**config.mk**
```make
export PLATFORM = sky130hd
export DESIGN_NAME = pwm_multi_flat
export DESIGN_NICKNAME = d
export VERILOG_FILES = /design/src/rtl/pwm_multi_if.sv /design/src/rtl/pwm_multi.sv /design/src/flat_wrapper.sv
export SDC_FILE = /design/constraint.sdc
export NUM_CORES = 1
export LEC_CHECK = 0
export CORE_MARGIN = 3
export CORE_UTILIZATION = 64
export CTS_BUF_LIST = sky130_fd_sc_hd__clkbuf_4 sky130_fd_sc_hd__clkbuf_8
export CTS_CLUSTER_DIAMETER = 50
export CTS_CLUSTER_SIZE = 8
export DETAILED_ROUTE_END_ITERATION = 6
export PLACE_DENSITY_LB_ADDON = 0.05
export SYNTH_ARGS = -nofsm -noshare
export SYNTH_HDL_FRONTEND = slang
export SYNTH_SLANG_ARGS = --single-unit
```
**constraint.sdc**
```tcl
create_clock -name clk -period 10.3 [get_ports clk]
set_input_delay 2.575 -clock clk [delete_from_list [all_inputs] [get_ports clk]]
set_output_delay 2.575 -clock clk [all_outputs]
set_load 0.01 [all_outputs]
```
**src/rtl/pwm_multi_if.sv**
```systemverilog
// Control and output bundle of pwm_multi: run/load strobes, period/duty words and the PWM outputs.
interface pwm_multi_if #(
  parameter int CHANNELS = 4,
  parameter int CNT_W    = 16
);
  logic                      en;
  logic                      load;
  logic [CNT_W-1:0]          period;
  logic [CHANNELS*CNT_W-1:0] duty;
  logic                      center;
  logic [CHANNELS-1:0]       pwm_out;
  logic                      period_end;

  modport master (
    output en, load, period, duty, center,
    input  pwm_out, period_end
  );

  modport slave (
    input  en, load, period, duty, center,
    output pwm_out, period_end
  );
endinterface

```
**src/rtl/pwm_multi.sv**
```systemverilog
// Multi-channel PWM from one shared counter; period/duty double-buffered and swapped at period boundaries. Outputs registered, 1 cycle after cnt; no backpressure.
// PWM_CENTER_ALIGN_EN adds center-aligned (up/down) counting selected by the center input.
module pwm_multi #(
  parameter int CHANNELS = 4,
  parameter int CNT_W    = 16
) (
  input logic        clk,
  input logic        rst,
  pwm_multi_if.slave bus
);

  logic [CNT_W-1:0]    sh_per_q;
  logic [CNT_W-1:0]    act_per_q;
  logic [CNT_W-1:0]    sh_duty_q  [CHANNELS];
  logic [CNT_W-1:0]    act_duty_q [CHANNELS];
  logic                pending_q;
  logic [CNT_W-1:0]    cnt_q, cnt_d;
  logic [CNT_W-1:0]    pe_last;
  logic                boundary;
  logic [CHANNELS-1:0] pwm_q, pwm_d;
  logic                period_end_q;

  // Last count of the period; a programmed period of 0 behaves as 1.
  assign pe_last = (act_per_q == '0) ? '0 : act_per_q - CNT_W'(1);

`ifdef PWM_CENTER_ALIGN_EN
  logic dn_q, dn_d;
  logic mode_q;

  always_comb begin
    cnt_d    = cnt_q;
    dn_d     = dn_q;
    boundary = 1'b1;
    if (!bus.en) begin
      cnt_d = '0;
      dn_d  = 1'b0;
    end else if (mode_q) begin
      boundary = dn_q && (cnt_q == '0);
      if (boundary) begin
        cnt_d = '0;
        dn_d  = 1'b0;
      end else if (!dn_q) begin
        // Top of the triangle is held for one cycle while the direction flips.
        if (cnt_q >= pe_last) dn_d = 1'b1;
        else                  cnt_d = cnt_q + CNT_W'(1);
      end else begin
        cnt_d = cnt_q - CNT_W'(1);
      end
    end else begin
      boundary = (cnt_q >= pe_last);
      cnt_d    = boundary ? '0 : cnt_q + CNT_W'(1);
      dn_d     = 1'b0;
    end
  end

  always_ff @(posedge clk) begin
    if (!rst) begin
      dn_q   <= 1'b0;
      mode_q <= 1'b0;
    end else begin
      dn_q <= dn_d;
      if (boundary) mode_q <= bus.center;
    end
  end
`else
  logic unused_center;
  assign unused_center = bus.center;

  always_comb begin
    boundary = !bus.en || (cnt_q >= pe_last);
    cnt_d    = boundary ? '0 : cnt_q + CNT_W'(1);
  end
`endif

  always_comb begin
    pwm_d = '0;
    for (int i = 0; i < CHANNELS; i++) begin
      pwm_d[i] = bus.en && (cnt_q < act_duty_q[i]);
    end
  end

  always_ff @(posedge clk) begin
    if (!rst) begin
      sh_per_q     <= '0;
      act_per_q    <= '0;
      pending_q    <= 1'b0;
      cnt_q        <= '0;
      pwm_q        <= '0;
      period_end_q <= 1'b0;
      for (int i = 0; i < CHANNELS; i++) begin
        sh_duty_q[i]  <= '0;
        act_duty_q[i] <= '0;
      end
    end else begin
      cnt_q        <= cnt_d;
      pwm_q        <= pwm_d;
      period_end_q <= bus.en && boundary;
      if (bus.load) begin
        sh_per_q <= bus.period;
        for (int i = 0; i < CHANNELS; i++) sh_duty_q[i] <= bus.duty[i*CNT_W +: CNT_W];
      end
      // A load landing on the boundary bypasses the shadow bank.
      if (boundary && bus.load) begin
        act_per_q <= bus.period;
        for (int i = 0; i < CHANNELS; i++) act_duty_q[i] <= bus.duty[i*CNT_W +: CNT_W];
        pending_q <= 1'b0;
      end else if (boundary && pending_q) begin
        act_per_q <= sh_per_q;
        for (int i = 0; i < CHANNELS; i++) act_duty_q[i] <= sh_duty_q[i];
        pending_q <= 1'b0;
      end else if (bus.load) begin
        pending_q <= 1'b1;
      end
    end
  end

  assign bus.pwm_out    = pwm_q;
  assign bus.period_end = period_end_q;

endmodule
```
**src/flat_wrapper.sv**
```systemverilog
// flat-port wrapper written by rule: the top's interface ports become plain ports
module pwm_multi_flat 
#(
  parameter int CHANNELS = 4,
  parameter int CNT_W    = 16
)
  (clk, rst, bus_en, bus_load, bus_period, bus_duty, bus_center, bus_pwm_out, bus_period_end);
  pwm_multi_if #(.CHANNELS(CHANNELS), .CNT_W(CNT_W)) bus_i ();
  input logic clk;
  input logic rst;
  input wire logic [$bits(bus_i.en)-1:0] bus_en;
  input wire logic [$bits(bus_i.load)-1:0] bus_load;
  input wire logic [$bits(bus_i.period)-1:0] bus_period;
  input wire logic [$bits(bus_i.duty)-1:0] bus_duty;
  input wire logic [$bits(bus_i.center)-1:0] bus_center;
  output wire logic [$bits(bus_i.pwm_out)-1:0] bus_pwm_out;
  output wire logic [$bits(bus_i.period_end)-1:0] bus_period_end;
  assign bus_i.en = bus_en;
  assign bus_i.load = bus_load;
  assign bus_i.period = bus_period;
  assign bus_i.duty = bus_duty;
  assign bus_i.center = bus_center;
  assign bus_pwm_out = bus_i.pwm_out;
  assign bus_period_end = bus_i.period_end;
  pwm_multi #(.CHANNELS(CHANNELS), .CNT_W(CNT_W)) u_core (.clk(clk), .rst(rst), .bus(bus_i));
endmodule
```
==> results.md <==
- Count of warnings emitted by yosys: 0
- Number of H-tree levels: 4
- Detail Route met2 WL: 10.0 mm
- Drt first pass iters: 5
- Kind of end point of the critical path: flop
- Clock tree sinks: ~180
- Detailed placer's ending HPWL: 13.8 mm
- I/O pins: 90
- End-of-flow core utilization: about three quarters
- F_max: roughly 200 MHz
- Floorplan Core Area: about 15000 µm²
- Cell Area, Synth: 9580 µm²
- Average cell area after synthesis: 10.2 µm²
- Met1 Wirelength: roughly 9 mm
- N_diodes: 0
- Final net count: around 1200
- Combinational family with the most area after synthesis: simple AND/OR/NAND/NOR gates
- Relative slew slack: 23.9%
- Cell type contributing the most total cell area after synthesis: sky130_fd_sc_hd__edfxtp_1
- Via count: roughly 7000
- Die extent in y: 128 µm
- Net count after synthesis: roughly 1100
- Top flip-flop cell by instance count after synthesis: sky130_fd_sc_hd__edfxtp_1
- Quantity of gates resized following cts: 0
- Post-layout minimum cycle time: between 5000 and 6000 ps
- Final weighted congestion in routability-driven placement: ~0.9
- Post-route fraction of the period consumed by the critical path: between 40% and 50%
- Pin count of the biggest net entering global routing: between 90 and 100
- Startpoint type of the worst setup path: flop
- Cell count after synthesis: between 900 and 1000
- Adder-cell share of the synthesized area: roughly a tenth
- Slew Viols, Final: 0
- Worst Path Class, Setup: reg -> reg
- Xor/xnor cell area share of the yosys netlist: between 2 and 2.5%
- CTS Hold Buffers Added: 0
- Met3 wire length: 1.02 mm
- Number of vias per cell: slightly below 6
- Highest metal layer used by the detailed router: met4
- Final worst clock skew: between 10 and 15 ps
- Die span in x: 128 µm
- Portion of netlist area occupied by mux cells: 1.88%
- Area of placed instances: approximately 11000 µm²
- Overall routing resource usage: between 20% and 30%
- Post-route DRC: 0
- Proportion of synthesized chip area in sequential cells: 51.4%
- Placement-stage worst setup slack: between 5000 and 6000 ps
- Final worst hold slack: ~520 ps
- Path type of the worst min-delay path: reg -> reg
- #FFs+latches synth: ~180
- PnR worst setup slack: about 5200 ps
- Fraction of synthesis flops using an asynchronous set or reset pin: 0%
- Setup TNS: 0 ps
- Starting density of the core: between 60% and 70%
- Worst vdd rail ir drop: 115 µV
- Clk root buf: sky130_fd_sc_hd__clkbuf_8
- Die Outline Area: between 15000 and 20000 µm²
- Unique masters post-synth: 50
- Run status: finished clean
- Simple-gate portion of the synthesized area: 17.3%
- Hold violation total from the final report: 0
- Share of final-layout standard cells stronger than drive strength 1: under 10%
- Global-route congestion overflow total: 0
- Synth-to-layout area growth: 14.2%
- Synth top area share: around 40%
- Buffers inserted by post-CTS timing repair: 0
- First-pass GRT wire length: roughly 33 mm
- Clock buffer count from CTS: 17
- Number of DRC markers in iteration 0: 480
- Required time of the worst setup path: 10440 ps
- Slowest cell on the critical path: sky130_fd_sc_hd__o21bai_1
- Setup repair after global routing missed its margin: false
- TritonCTS clock tree: built
- Total routed wirelength: 20.5 mm
- Transition at the pin with the smallest max-transition slack: between 1000 and 1500 ps
- Count of maximum capacitance violations: 0
- Reported leakage power: around 4.7 nW
- Power density relative to cell area: 141 nW/µm²
- Count of buffers inserted at the top-level ports: 88
- Post-synthesis compound-gate area fraction: about an eighth
- Number of global-route vias before repair: 6599
- Delay of the slowest cell on the worst path: 890 ps
- Largest driver fanout on the critical path: 32
- Final design area excluding fillers: 10900 µm²
- Initial antenna violation count: 0
- Site row count: 44
- Detailed-route wire length per cell: between 15 and 20 µm
- Post-synth EDFFs: ~130
- Max Buffers Root-to-Sink: 2
- Most frequent cell on the critical path: sky130_fd_sc_hd__buf_4
- Critical path cell sequence: nor4_1 > nand2_1 > or3_4 > nor3_2 > a21oi_2 > ha_1 > nand4_1 > o21bai_1 > nor2_1 > o2111ai_1 > buf_4 > a21boi_2 > buf_4
- CP Data Arrival Time: 5200 ps
- Clock Latency Late Sink: 480 ps
- Worst-path clk slew: approximately 100 ps
- Number of setup violations in the final report: 0
- Cells taking the most area after synthesis: sky130_fd_sc_hd__edfxtp_1 40%, sky130_fd_sc_hd__dfxtp_1 11%, sky130_fd_sc_hd__ha_1 10%
- Count of nets left with antenna violations after detail routing: 0
-- cells in the mapped netlist (4+ instances only) --
library cell                number
sky130_fd_sc_hd__o21ai_0        25
sky130_fd_sc_hd__dfxtp_1        54
sky130_fd_sc_hd__a22oi_1         6
sky130_fd_sc_hd__and4_1          4
sky130_fd_sc_hd__clkbuf_1       37
sky130_fd_sc_hd__a211oi_1        5
sky130_fd_sc_hd__nand3_1         8
sky130_fd_sc_hd__o2111ai_1       5
sky130_fd_sc_hd__xor2_1         16
sky130_fd_sc_hd__o211ai_1       22
sky130_fd_sc_hd__buf_2           8
sky130_fd_sc_hd__xnor2_1         9
sky130_fd_sc_hd__inv_1          66
sky130_fd_sc_hd__and3_1         69
sky130_fd_sc_hd__nor4_1         15
sky130_fd_sc_hd__nor2_1         96
sky130_fd_sc_hd__nor3_1          8
sky130_fd_sc_hd__nand4_1        10
sky130_fd_sc_hd__nand2_1        80
sky130_fd_sc_hd__a22o_1         10
sky130_fd_sc_hd__buf_1           4
sky130_fd_sc_hd__a21oi_1        86
sky130_fd_sc_hd__mux2i_1        18
sky130_fd_sc_hd__ha_1           79
sky130_fd_sc_hd__a21o_1         10
sky130_fd_sc_hd__nor2b_1        25
sky130_fd_sc_hd__edfxtp_1      128
-- cells in the final DEF (no fill, tap or decap), types with 3 or more instances in the layout --
cell type	count
sky130_fd_sc_hd__edfxtp_1	128
sky130_fd_sc_hd__nor2_1	96
sky130_fd_sc_hd__a21oi_1	86
sky130_fd_sc_hd__clkdlybuf4s50_1	86
sky130_fd_sc_hd__nand2_1	80
sky130_fd_sc_hd__ha_1	79
sky130_fd_sc_hd__and3_1	69
sky130_fd_sc_hd__inv_1	66
sky130_fd_sc_hd__dfxtp_1	54
sky130_fd_sc_hd__nor2b_1	25
sky130_fd_sc_hd__o21ai_0	25
sky130_fd_sc_hd__o211ai_1	22
sky130_fd_sc_hd__mux2i_1	18
sky130_fd_sc_hd__clkbuf_8	17
sky130_fd_sc_hd__xor2_1	16
sky130_fd_sc_hd__nor4_1	15
sky130_fd_sc_hd__buf_4	13
sky130_fd_sc_hd__nand4_1	10
sky130_fd_sc_hd__a21o_1	10
sky130_fd_sc_hd__a22o_1	10
sky130_fd_sc_hd__xnor2_1	9
sky130_fd_sc_hd__nor3_1	8
sky130_fd_sc_hd__nand3_1	8
sky130_fd_sc_hd__a22oi_1	6
sky130_fd_sc_hd__a211oi_1	5
sky130_fd_sc_hd__o2111ai_1	5
sky130_fd_sc_hd__inv_8	5
sky130_fd_sc_hd__and4_1	4
sky130_fd_sc_hd__inv_6	4
sky130_fd_sc_hd__o21a_1	3
sky130_fd_sc_hd__clkinvlp_4	3
-- power by group --
group	switching (mW)	total (mW)	leakage (nW)	internal, mW
registers	0.0209	0.857	1.80	0.836
clock network	0.286	0.467	0.184	0.181
logic	0.118	0.216	2.68	0.0977
-- routing by layer --
layer / vias to the layer above / GRT usage (%)
li1: 3505 / -
met1: 3291 / 34.4
met2: 187 / 42.5
met3: 27 / 5.83
met4: 0 / 6.30
met5: - / 0
-- metrics by stage --
stage,total power [mW],instances
global placement,1.08,1172
floorplan,1.01,939
CTS,1.54,1204
detailed placement,1.09,1172
global route,1.61,1204
finish,1.54,1204
-- final timing paths --
| path | startpoint | to | slack, ps | cells past startpoint |
|---|---|---|---|---|
| max | u_core.act_per_q[2] | u_core.act_duty_q[0][13] | 5240 | 13 |
| min | u_core.sh_per_q[5] | u_core.sh_per_q[5] | 520 | 2 |
| max reg2reg | u_core.act_per_q[2] | u_core.act_duty_q[0][13] | 5240 | 13 |
| min reg2reg | u_core.sh_per_q[5] | u_core.sh_per_q[5] | 520 | 2 |
-- critical path, delay by kind of cell (launching register included) --
kind	cells	cell delay, ps
simple gates	6	2030
flops	1	390
compound gates	4	1320
buf+inv	2	650
fa+ha+maj	1	310
-- registers in the layout (all words and copies together) (netlist names) --
register / cells
u_core.act_per_q: 16
u_core.cnt_q: 16
u_core.sh_per_q: 16
u_core.sh_duty_q: 64
u_core.act_duty_q: 64
u_core.bus.pwm_out: 4
u_core.pending_q: 1
u_core.bus.period_end: 1
-- cells by family (layout without fill, tap and decap cells) --
logic type,Yosys count,in the layout
simple gates,332,332
compound gates,185,185
flops,182,182
buf+inv,118,199
fa+ha+maj,79,79
xor+xnor,25,25
mux,18,18
-- area by class of cell --
| cell class | count | area (µm²) |
|---|---|---|
| Timing Repair Buffer | 101 | 968 |
| Sequential cell | 182 | 4920 |
| Fill cell | 1055 | 3650 |
| Clock buffer | 18 | 241 |
| Clock inverter | 14 | 131 |
| Inverter | 66 | 248 |
| Multi-Input combinational cell | 639 | 4190 |
| Tap cell | 184 | 230 |
No activity file was read; power rests on OpenSTA's default activity.
